$ cat config.mk
export PLATFORM = sky130hd
export DESIGN_NAME = bisection_wb_regs
export DESIGN_NICKNAME = d
export VERILOG_FILES = /design/src/rtl/bisection_pkg.sv /design/src/rtl/bisection_seq.sv /design/src/rtl/bisection_wb_regs.sv
export SDC_FILE = /design/constraint.sdc
export NUM_CORES = 1
export LEC_CHECK = 0
export CAP_MARGIN = 25
export CORE_MARGIN = 1
export CORE_UTILIZATION = 30
export CTS_BUF_LIST = sky130_fd_sc_hd__clkbuf_4
export DETAILED_ROUTE_END_ITERATION = 16
export GPL_ROUTABILITY_DRIVEN = 0
export PLACE_DENSITY = 0.66
export REMOVE_ABC_BUFFERS = 1
export SLEW_MARGIN = 0
export SYNTH_ARGS = -nofsm -noshare
export SYNTH_HDL_FRONTEND = slang
export SYNTH_SLANG_ARGS = --single-unit
$ cat constraint.sdc
create_clock -name wb_clk_i -period 2.4 [get_ports wb_clk_i]
set_input_delay 0.48 -clock wb_clk_i [delete_from_list [all_inputs] [get_ports wb_clk_i]]
set_output_delay 0.48 -clock wb_clk_i [all_outputs]
set_load 0.005 [all_outputs]
$ cat src/rtl/bisection_pkg.sv
// bisection_pkg: shared register map, field widths and sequencer states for the bisection front end
package bisection_pkg;
  localparam int COEF_W = 16;
  localparam int ALPHA_W = 20;
  localparam logic [1:0] OFF_COEF = 2'd0;
  localparam logic [1:0] OFF_CTRL = 2'd1;
  localparam logic [1:0] OFF_STATUS = 2'd2;
  localparam logic [1:0] OFF_RESULT = 2'd3;
  localparam int CTRL_START = 0;
  localparam int CTRL_IRQ_EN = 1;
  localparam int ST_BUSY = 0;
  localparam int ST_DONE = 1;
  localparam int ST_OVERRUN = 2;
  typedef enum logic [1:0] {IDLE, START, RUN} state_t;
endpackage

$ cat src/rtl/bisection_seq.sv
// bisection_seq: pulses the core reset, counts the settle interval, then flags the alpha capture
module bisection_seq import bisection_pkg::*; #(
  parameter int SETTLE_CYCLES = 64
) (
  input  logic clk,
  input  logic rst,
  input  logic start,
  output logic busy,
  output logic pulse,
  output logic capture
);
  state_t state, state_n;
  logic [15:0] cnt, cnt_n;
  always_ff @(posedge clk) begin
    if (rst) begin
      state <= IDLE;
      cnt <= '0;
    end else begin
      state <= state_n;
      cnt <= cnt_n;
    end
  end
  always_comb begin
    state_n = state;
    cnt_n = cnt;
    case (state)
      IDLE: state_n = start ? START : IDLE;
      START: begin
        state_n = RUN;
        cnt_n = 16'(SETTLE_CYCLES - 1);
      end
      RUN: begin
        state_n = (cnt == '0) ? IDLE : RUN;
        cnt_n = (cnt == '0) ? cnt : cnt - 16'd1;
      end
      default: state_n = IDLE;
    endcase
  end
  assign busy = state != IDLE;
  assign pulse = state == START;
  assign capture = (state == RUN) && (cnt == '0);
endmodule

$ cat src/rtl/bisection_wb_regs.sv
// bisection_wb_regs: Wishbone register front end holding coefficients, run control and the alpha result
module bisection_wb_regs import bisection_pkg::*; #(
  parameter logic [31:0] ADDR_BASE = 32'h3000_0000,
  parameter int SETTLE_CYCLES = 64
) (
  input  logic               wb_clk_i,
  input  logic               wb_rst_i,
  input  logic               wbs_stb_i,
  input  logic               wbs_cyc_i,
  input  logic               wbs_we_i,
  input  logic [3:0]         wbs_sel_i,
  input  logic [31:0]        wbs_adr_i,
  input  logic [31:0]        wbs_dat_i,
  output logic               wbs_ack_o,
  output logic [31:0]        wbs_dat_o,
  output logic [COEF_W-1:0]  coef_o,
  output logic               core_rst_o,
  input  logic [ALPHA_W-1:0] alpha_i,
  output logic               irq_o
);
  logic busy, pulse, capture, irq_en, done, overrun;
  logic accept, wr, wr_coef, wr_ctrl, wr_stat, start;
  logic [1:0] off;
  logic [ALPHA_W-1:0] result;
  logic [31:0] rdata;
  assign off = wbs_adr_i[3:2];
  assign accept = wbs_stb_i & wbs_cyc_i & ~wbs_ack_o & (wbs_adr_i[31:4] == ADDR_BASE[31:4]);
  assign wr = accept & wbs_we_i;
  assign wr_coef = wr & (off == OFF_COEF);
  assign wr_ctrl = wr & (off == OFF_CTRL) & wbs_sel_i[0];
  assign wr_stat = wr & (off == OFF_STATUS) & wbs_sel_i[0];
  assign start = wr_ctrl & wbs_dat_i[CTRL_START];
  assign core_rst_o = wb_rst_i | pulse;
  assign rdata = (off == OFF_COEF) ? {{(32-COEF_W){1'b0}}, coef_o} :
                 (off == OFF_CTRL) ? {30'b0, irq_en, 1'b0} :
                 (off == OFF_STATUS) ? {29'b0, overrun, done, busy} :
                 {{(32-ALPHA_W){1'b0}}, result};
  bisection_seq #(.SETTLE_CYCLES(SETTLE_CYCLES)) u_seq (
    .clk(wb_clk_i),
    .rst(wb_rst_i),
    .start(start & ~busy),
    .busy(busy),
    .pulse(pulse),
    .capture(capture)
  );
  // capture and busy-time overruns are OR'd after the W1C mask so a set always beats a clear
  always_ff @(posedge wb_clk_i) begin
    if (wb_rst_i) begin
      wbs_ack_o <= 1'b0;
      wbs_dat_o <= '0;
      coef_o <= '0;
      irq_en <= 1'b0;
      done <= 1'b0;
      overrun <= 1'b0;
      result <= '0;
      irq_o <= 1'b0;
    end else begin
      wbs_ack_o <= accept;
      wbs_dat_o <= (accept & ~wbs_we_i) ? rdata : '0;
      if (wr_coef & ~busy & wbs_sel_i[0]) coef_o[7:0] <= wbs_dat_i[7:0];
      if (wr_coef & ~busy & wbs_sel_i[1]) coef_o[15:8] <= wbs_dat_i[15:8];
      if (wr_ctrl) irq_en <= wbs_dat_i[CTRL_IRQ_EN];
      done <= capture | (done & ~(wr_stat & wbs_dat_i[ST_DONE]));
      overrun <= (busy & (wr_coef | start)) | (overrun & ~(wr_stat & wbs_dat_i[ST_OVERRUN]));
      if (capture) result <= alpha_i;
      irq_o <= done & irq_en;
    end
  end
endmodule

==> out/metrics.yaml, run 1 <==
ys_types: 52
period_share_pct: 89.3
die_w_um: 107
ir_drop_uv: 205
required_ns: 1.92
clock_latency_ns: 0.41
synth_cells: 364
crit_path_start_kind: "flip-flop"
crit_chain: "nand2b_1, nand2b_4, clkdlybuf4s50_1"
reg2reg_from: "u_seq.cnt[0]$_SDFFE_PP0P_"
p_leak_uw: 0.00166
cts_tree: "done"
rrSetupSlack_ns: 0.27
worst_r2r_endpoint: "result[19]$_SDFFE_PP0P_"
post_synth.cell_area_avg_um2: 9.08
initial_utilization_pct: 31.5
grt_start_max_net_pins: 61
die_h_um: 107
yosys_register_bits: 79
fin_util_pct: 45.1
ant_nets: 0
cts_num_sinks: 79
async_reset_ff_share_pct: 0
pre_cts_slack_ns: -0.110
worstMarginPinSlew_ns: 0.658
worst_slack_ns: 0.257
dr.pass1.iters: 4
status: "finished, final reports clean"
synthToLayoutAreaGrowth_pct: 43.4
worstHoldStart: "wb_rst_i"
coreArea_um2: 10500
n_antenna_cell: 0
criticalPathCategory: "flip-flop to primary output"
worstHoldPathType: "primary input to flip-flop"
routedWlPerCell_um: 13.1
grt_overflow: 0
slowest_stage: "clkdlybuf4s50_1"
cts_made_buffers: 9
dp_hpwl_um: 6000
cts.htree.levels: 3
min_period_ns: 2.14
synth_top_cell_area_share_pct: 47.8
relSlewSlack_pct: 56.2
grt_usage_pct: 15.0
drive_gt1_share_pct: 10.7
startpoint: "u_seq.state[1]$_SDFF_PP0_"
vias: 2986
crit_path_max_fanout: 6
drv_cap: 0
drt_iter0_drc: 108
finalPower_uw: 2130
endpoint: "core_rst_o"
setup_viol_count_final: 0
reg2reg_depth: 8
cts-root-buf: "clkbuf_4"
die_area_um2: 11400
drv_slew: 0
antenna_found_initial: 0
p_per_area_nw_per_um2: 449
hold_violations: 0
vias_per_cell: 4.80
num_rows: 37
wl_um: 8130
fillers: 1034
grt_pass1_wl_um: 13600
io_pins: 144
endpoint_kind: "primary output"
synth_area_leaders: "dfxtp_1 48%, nand2_1 6.2%, mux2i_1 5.1%, a21oi_1 4.4%, nor2_1 4.1%"
max_stage_delay_ns: 0.51
synth_edf_count: 0
fin_skew_ns: 0.0117
fin_nets: 576
synth-warning-count: 0
rsz0062_at_grt: "false"
synth_ff_type: "dfxtp_1"
postCtsHoldBufs: 0
max_freq_mhz: 467
drc: 0
yosysSeqAreaShare_pct: 47.8
setup_tns_ns: 0
path_clk_slew_ns: 0.12
grt_pass1_vias: 2957
whs_ns: 0.404
io_buffer_count: 111
yosysTopAreaCell: "dfxtp_1"
arrival_ns: 1.66
synth_area_um2: 3310
clk_path_buf_depth: 2
==> metal layers <==
layer | up-vias | share of wire (%) | wire length (um) | track usage [%]
met4 | 0 | 0.93 | 76 | 3.42
met5 | - | 0 | 0 | 0
met1 | 1400 | 44 | 3590 | 17.5
met2 | 85 | 49 | 4020 | 26.4
met3 | 12 | 5.5 | 446 | 5.23
li1 | 1489 | - | - | -
==> where the power goes <==
group	internal [uW]	switching, uW	total, uW
combinational	116	55.9	172
clock	204	445	649
sequential	1310	0.0000000429	1310
==> per-stage QoR <==
step | instances | cell area, um^2
5_1_grt | 622 | 4740
6_report | 622 | 4740
3_3_place_gp | 607 | 4630
4_1_cts | 622 | 4740
3_5_place_dp | 607 | 4630
2_1_floorplan | 341 | 3160
==> cell type report <==
type	count	area (um^2)	area share, %
timing repair buffer	130	1300	27.4
multi-input combinational	258	1570	33.2
inverter	4	15.0	0.317
clock buffer	9	67.6	1.42
tap	136	170	3.59
sequential	79	1580	33.3
clock inverter	6	37.5	0.791
==> synth_stat cells (all sizes together), types with 2 or more instances <==
| master | instances |
|---|---|
| nor4b | 3 |
| clkbuf | 14 |
| or2 | 3 |
| a22o | 13 |
| o41ai | 2 |
| o21ai | 3 |
| nand3 | 7 |
| dfxtp | 79 |
| nor4 | 14 |
| or4 | 3 |
| nand2 | 55 |
| a22oi | 2 |
| mux2i | 17 |
| mux2 | 2 |
| inv | 4 |
| nand2b | 3 |
| or3 | 3 |
| o211ai | 2 |
| and2 | 5 |
| a21oi | 29 |
| xor2 | 7 |
| nor2b | 5 |
| buf | 20 |
| nor3 | 8 |
| nor2 | 36 |
| nand4 | 10 |
==> critical path: cells and delay by family (launching register included) <==
| kind | cells | cell delay, ns |
|---|---|---|
| buffers and inverters | 1 | 0.51 |
| flip-flops | 1 | 0.37 |
| AND/OR/NAND/NOR | 2 | 0.37 |
==> flip-flops by register name (all words and copies together), names as in the netlist <==
register     count
coef_o          16
done             1
irq_en           1
irq_o            1
overrun          1
result          20
u_seq.cnt       16
u_seq.state      2
wbs_ack_o        1
wbs_dat_o       20
==> cells in the final DEF, fill, tap and decap left out, drive strengths merged, types with 3 or more instances in the layout <==
cell type      count
nor4b              3
or4                3
nor3               8
or2                3
a22o              13
and2               5
clkinv             3
clkdlybuf4s50    110
inv                5
dfxtp             79
o21ai              3
xor2               7
nor2b              5
or3                3
nand4             10
conb              12
mux2i             17
nor4              14
nand2b             3
nor2              36
clkbuf             9
buf               20
nand3              7
nand2             55
a21oi             29
==> cell families after synthesis <==
logic type | Yosys count | synth area share (%)
DFF | 79 | 47.8
AOI/OAI and AO/OA | 57 | 11.4
muxes | 20 | 6.51
other | 1 | 0.113
xor gates and xnor gates | 7 | 1.85
buffers and inverters | 38 | 6.28
adders and majority gates | 1 | 0.378
and+or+nand+nor | 161 | 25.7
==> worst min-delay path by stage <==
stage                                            end  slack [ns]  cells past startpoint
final                     u_seq.cnt[11]$_SDFFE_PP0P_        0.40                      3
after detailed placement     result[16]$_SDFFE_PP0P_        0.44                      2
after CTS                    result[16]$_SDFFE_PP0P_        0.46                      2
after global routing       u_seq.cnt[9]$_SDFFE_PP0P_        0.36                      3
after global placement       result[16]$_SDFFE_PP0P_        0.44                      2
after floorplan                     irq_o$_SDFF_PP0_        0.41                      2
==> timing repair <==
action                                  CTS  global route
setup buffers                             0             0
endpoints found under the setup margin    0             1
gates resized for setup                   0             1
Note: power is estimated with default switching activity, not from simulation.
==> run 2, diff against run 1 <==
--- a/config.mk
+++ b/config.mk
@@ -6,12 +6,15 @@
 export NUM_CORES = 1
 export LEC_CHECK = 0
 export CAP_MARGIN = 25
+export CELL_PAD_IN_SITES_DETAIL_PLACEMENT = 0
+export CELL_PAD_IN_SITES_GLOBAL_PLACEMENT = 1
 export CORE_MARGIN = 1
 export CORE_UTILIZATION = 30
 export CTS_BUF_LIST = sky130_fd_sc_hd__clkbuf_4
 export DETAILED_ROUTE_END_ITERATION = 16
 export GPL_ROUTABILITY_DRIVEN = 0
-export PLACE_DENSITY = 0.66
+export GPL_TIMING_DRIVEN = 0
+export PLACE_DENSITY = 0.85
 export REMOVE_ABC_BUFFERS = 1
 export SLEW_MARGIN = 0
 export SYNTH_ARGS = -nofsm -noshare
==> run 2 against run 1 <==
Compared with the run above:
- critical endpoint is now wbs_dat_o[8]$_SDFF_PP0_
- wire length increased by 3.6%
- critical path depth rose by 4
- sequential share of layout area is essentially flat
- first-iteration DRC count decreased by 27%
- maximum frequency fell by 6.2%
- clock power increased by 26%
- largest cell class is now multi-input gates
==> out/metrics.yaml, run 2 (synthesis gave the netlist of run 1 again) <==
dr.pass1.iters: 6  # +2
max_freq_mhz: 438  # -6.2%
period_share_pct: 95.2  # +5.9 points
ir_drop_uv: 265  # +29%
grt_pass1_vias: 2806  # -5.1%
gr-usage-met3_pct: 3.95  # -1.3 points
io_pins: 144  # unchanged
fin_util_pct: 45.1  # about the same
p_per_area_nw_per_um2: 485  # +7.9%
vias: 2928  # -1.9%
drv_slew: 0  # unchanged
holdPathStages: 2  # -1
cts-root-buf: "clkbuf_4"
drt_iter0_drc: 79  # -27%
path_clk_slew_ns: 0.13  # about the same
reg2reg_depth: 9  # +1
dp_cells: 591  # -2.6%
cts_tree: "done"
antenna_found_initial: 0  # unchanged
clk_path_buf_depth: 2  # unchanged
cts_made_buffers: 9  # unchanged
dp_hpwl_um: 6090  # +1.5%
crit_path_start_kind: "primary input"
die_area_um2: 11400  # unchanged
grt_start_max_net_pins: 39  # -36%
whs_ns: 0.438  # +0.0336 ns
min_period_ns: 2.29  # +0.142 ns
path_depth: 7  # +4
postCtsHoldBufs: 0  # unchanged
p_leak_uw: 0.00168  # +1.0%
path_buf_inv: 2  # +1
drv_cap: 0  # unchanged
slowest_stage: "or2_1"
criticalPathCategory: "primary input to flip-flop"
crit_path_max_fanout: 13  # +7
layout_commonest_cell: "clkdlybuf4s50_1"
ant_nets: 0  # unchanged
wl_um: 8430  # +3.6%
io_buffer_count: 111  # unchanged
relSlewSlack_pct: 56.9  # +0.74 points
gr-usage-met1_pct: 18.1  # +0.62 points
num_rows: 37  # unchanged
cts.htree.levels: 3  # unchanged
met2_usage_pct: 25.7  # -0.69 points
die_w_um: 107  # unchanged
worstHoldPathType: "flip-flop to flip-flop"
grt_overflow: 0  # unchanged
vias_per_cell: 4.77  # -0.66%
cts_num_sinks: 79  # unchanged
grt_busiest_layer: "met2"
reg_top3: "result x20, wbs_dat_o x20"
max_stage_delay_ns: 0.43  # -0.08 ns
crit_chain: "clkdlybuf4s50_1, nor4_1, nand4_1, or2_1, nor4b_4, buf_12, a22o_1"
fin_skew_ns: 0.00964  # -0.00207 ns
worstMarginPinSlew_ns: 0.644  # -0.0133 ns
initial_utilization_pct: 31.5  # unchanged
fillers: 1053  # +1.8%
n_antenna_cell: 0  # unchanged
coreArea_um2: 10500  # unchanged
instances_no_fill: 614  # -1.3%
setup_viol_count_final: 0  # unchanged
clock_latency_ns: 0.43  # +0.02 ns
layout_common_cells: "110 x clkdlybuf4s50_1, 79 x dfxtp_1, 55 x nand2_1"
routedWlPerCell_um: 13.7  # +4.9%
arrival_ns: 2.66  # +1.00 ns
grt_pass1_wl_um: 13400  # -1.6%
required_ns: 2.77  # +0.85 ns
drc: 0  # unchanged
hold_violations: 0  # unchanged
endpoint_kind: "flip-flop"
synthToLayoutAreaGrowth_pct: 43.3  # about the same
drive_gt1_share_pct: 9.83  # -0.87 points
fin_nets: 567  # -1.6%
finalPower_uw: 2300  # +7.8%
grt_usage_pct: 15.0  # -0.020 points
die_h_um: 107  # unchanged
crit_family: "simple AND/OR/NAND/NOR gates"
status: "finished, final reports clean"
==> run 2: changes by cell type in the layout (fill, tap and decap cells not counted), sizes merged <==
cell	before	now
clkinv	3	2
buf	20	11
bufinv	0	1
clkinvlp	2	1
inv	5	7
==> run 2: metal layers <==
layer	wire [um]	share of wire [%]	vias to the layer above
li1	-	-	1468
met1	3620	43	1364
met2	4210	50	84
met5	0	0	-
met4	110	1.3	0
met3	486	5.8	12
==> run 2: area by class of cell <==
type | count | area (um^2) | area share (%)
multi-input cells | 258 | 1610 | 33.9
flip-flops and latches | 79 | 1580 | 33.4
repair buffers | 121 | 1220 | 25.7
well taps | 136 | 170 | 3.59
clock inverters | 7 | 78.8 | 1.66
clock buffers | 9 | 67.6 | 1.43
inverters | 4 | 15.0 | 0.317
==> run 2: what timing repair did <==
item | CTS | global route
buffers inserted | 2 | 5
setup endpoints to repair | 45 | 31
pin swaps | 3 | 3
endpoints found under the hold margin | 0 | 0
resized for setup | 6 | 2
==> run 2: path summary, 6_finish.rpt <==
kind / slack, ns / from / to
setup / recovery: 0.11 / wbs_adr_i[22] / wbs_dat_o[8]$_SDFF_PP0_
hold / removal: 0.44 / irq_en$_SDFFE_PP0P_ / irq_o$_SDFF_PP0_
setup reg to reg: 0.19 / u_seq.cnt[0]$_SDFFE_PP0P_ / result[14]$_SDFFE_PP0P_
hold reg to reg: 0.44 / irq_en$_SDFFE_PP0P_ / irq_o$_SDFF_PP0_
==> run 2: worst register-to-register path, stage by stage, from the launching register on <==
cell	delay (ns)
dfxtp_1	0.36
inv_1	0.08
ha_1	0.32
nor4b_2	0.30
nand2_1	0.18
nor4_4	0.32
buf_4	0.20
buf_4	0.17
nand2_1	0.07
a21oi_1	0.15
==> run 2: per-stage QoR <==
stage	instance area (um^2)	setup TNS (ns)	setup WS [ns]
after floorplan	3160	-8.83	-0.442
after global placement	4440	-90.43	-1.98
after detailed placement	4470	-22.02	-0.741
after CTS	4690	0	0.0134
after global routing	4740	-0.00439	-0.00439
final	4740	0	0.115
==> run 2: where the power goes <==
part / switching [uW] / internal, uW
Combinational: 56.3 / 115
Clock: 486 / 330
Sequential: 0.0000000409 / 1310
Total: 543 / 1760
==> run 3, diff against run 2 <==
--- a/config.mk
+++ b/config.mk
@@ -8,7 +8,7 @@
 export CAP_MARGIN = 25
 export CELL_PAD_IN_SITES_DETAIL_PLACEMENT = 0
 export CELL_PAD_IN_SITES_GLOBAL_PLACEMENT = 1
-export CORE_MARGIN = 1
+export CORE_MARGIN = 2
 export CORE_UTILIZATION = 30
 export CTS_BUF_LIST = sky130_fd_sc_hd__clkbuf_4
 export DETAILED_ROUTE_END_ITERATION = 16
==> run 3 against run 2 <==
Compared with the run above:
- final cell count grew 0.81%
- die area is 3.8% higher
- global-route usage fell by 0.46 points
- maximum frequency rose by 1.9%
- sequential power hardly changed
- power fell by 3.5%
- combinational power about the same
- critical path type is now primary input to primary output
- largest cell class unchanged
==> out/metrics.yaml, run 3 (synthesis gave the netlist of run 1 again) <==
cts.htree.levels: 3  # unchanged
wl_um: 8600  # +2.0%
cts_made_buffers: 9  # unchanged
crit_family: "buffers and inverters"
io_pins: 144  # unchanged
initial_utilization_pct: 30.6  # -0.83 points
crit_chain: "buf_4, buf_12, nand2b_2, clkdlybuf4s50_1"
clock_latency_ns: 0.44  # about the same
finalPower_uw: 2220  # -3.5%
p_per_area_nw_per_um2: 468  # -3.5%
hold_violations: 0  # unchanged
worstMarginPinSlew_ns: 0.662  # +0.0177 ns
die_h_um: 109  # +1.9%
worstHoldPathType: "primary input to flip-flop"
period_share_pct: 93.5  # -1.8 points
arrival_ns: 1.76  # -0.90 ns
dp_hpwl_um: 6140  # +0.83%
ir_drop_uv: 213  # -20%
pre_cts_slack_ns: -0.655  # +0.0868 ns
grt_start_max_net_pins: 36  # -7.7%
slowest_stage: "clkdlybuf4s50_1"
relSlewSlack_pct: 55.7  # -1.2 points
clk_path_buf_depth: 2  # unchanged
num_rows: 38  # +2.7%
fin_skew_ns: 0.0204  # +0.0108 ns
n_antenna_cell: 0  # unchanged
vias_per_cell: 4.70  # -1.4%
criticalPathCategory: "primary input to primary output"
routedWlPerCell_um: 13.9  # +1.2%
cts_tree: "done"
postPlaceCellArea_um2: 4490  # +0.45%
grt_pass1_vias: 2732  # -2.6%
die_area_um2: 11900  # +3.8%
crit_path_start_kind: "primary input"
postCtsHoldBufs: 0  # unchanged
synthToLayoutAreaGrowth_pct: 43.2  # about the same
grt_overflow: 0  # unchanged
dr.pass1.iters: 4  # -2
cts_num_sinks: 79  # unchanged
grt_busiest_layer: "met2"
fin_nets: 568  # +0.18%
cts-root-buf: "clkbuf_4"
worst_slack_ns: 0.157  # +0.0421 ns
required_ns: 1.92  # -0.85 ns
layout_common_cells: "110 x clkdlybuf4s50_1, 78 x dfxtp_1, 54 x nand2_1"
path_buf_inv: 3  # +1
drt_iter0_drc: 132  # +67%
drv_slew: 0  # unchanged
rsz0062_at_grt: "false"
gr-usage-met3_pct: 3.29  # -0.66 points
ant_nets: 0  # unchanged
crit_path_max_fanout: 35  # +22
met2_usage_pct: 23.8  # -1.8 points
drive_gt1_share_pct: 10.6  # +0.81 points
drc: 0  # unchanged
io_buffer_count: 111  # unchanged
gr-usage-met1_pct: 19.0  # +0.88 points
grt_usage_pct: 14.5  # -0.46 points
grt_pass1_wl_um: 13400  # about the same
min_period_ns: 2.24  # -0.0421 ns
endpoint_kind: "primary output"
setup_viol_count_final: 0  # unchanged
p_leak_uw: 0.00167  # -0.18%
max_stage_delay_ns: 0.52  # +0.09 ns
postLayoutCellArea_um2: 4740  # about the same
coreArea_um2: 10800  # +2.7%
antenna_found_initial: 0  # unchanged
max_freq_mhz: 446  # +1.9%
drv_cap: 0  # unchanged
path_clk_slew_ns: 0.14  # about the same
status: "finished, final reports clean"
vias: 2910  # -0.61%
layout_commonest_cell: "clkdlybuf4s50_1"
reg_top3: "result x20, wbs_dat_o x20"
die_w_um: 109  # +1.9%
## run 3: report_power, final
part | leakage, uW | switching [uW] | internal, uW
Sequential | 0.000636 | 0.0000000463 | 1310
Clock | 0.0000621 | 511 | 223
Combinational | 0.000973 | 56.4 | 115
Total | 0.00167 | 568 | 1650
## run 3: worst paths after layout
check / start / end / slack [ns] / depth (start not counted)
worst min-delay path: wb_rst_i / coef_o[2]$_SDFFE_PP0P_ / 0.42 / 2
worst max-delay path: wb_rst_i / core_rst_o / 0.16 / 4
worst min register to register: result[17]$_SDFFE_PP0P_ / result[17]$_SDFFE_PP0P_ / 0.46 / 2
worst max register to register: u_seq.cnt[0]$_SDFFE_PP0P_ / result[16]$_SDFFE_PP0P_ / 0.22 / 9
## run 3: cell type report
cell class / instances / area [um^2]
inverter: 4 / 15.0
timing repair buffer: 122 / 1220
fill: 1078 / 6060
clock buffer: 9 / 67.6
tap: 140 / 175
sequential: 79 / 1580
multi-input combinational: 258 / 1620
clock inverter: 7 / 56.3
## run 3: layer usage
layer	vias up	part of all wire (%)
met1	1352	46
met4	0	0.97
met5	-	0
met2	78	48
li1	1472	-
met3	8	5.1
## run 3: metrics by stage
stage                     setup TNS [ns]  std cells  util (%)  hold WS [ns]
final                                  0        619      43.9         0.417
after global routing                   0        619      43.9         0.413
after CTS                              0        613      43.2         0.401
after detailed placement          -20.02        596      41.6         0.439
after global placement            -96.32        592      41.2         0.436
after floorplan                    -8.83        341         -         0.415
## run 3: timing repair
action                                  CTS  global route
pin swaps                                 2             4
buffers inserted                          1             6
endpoints found under the setup margin   37            49
resized for setup                         6             7
hold endpoints to repair                  0             0
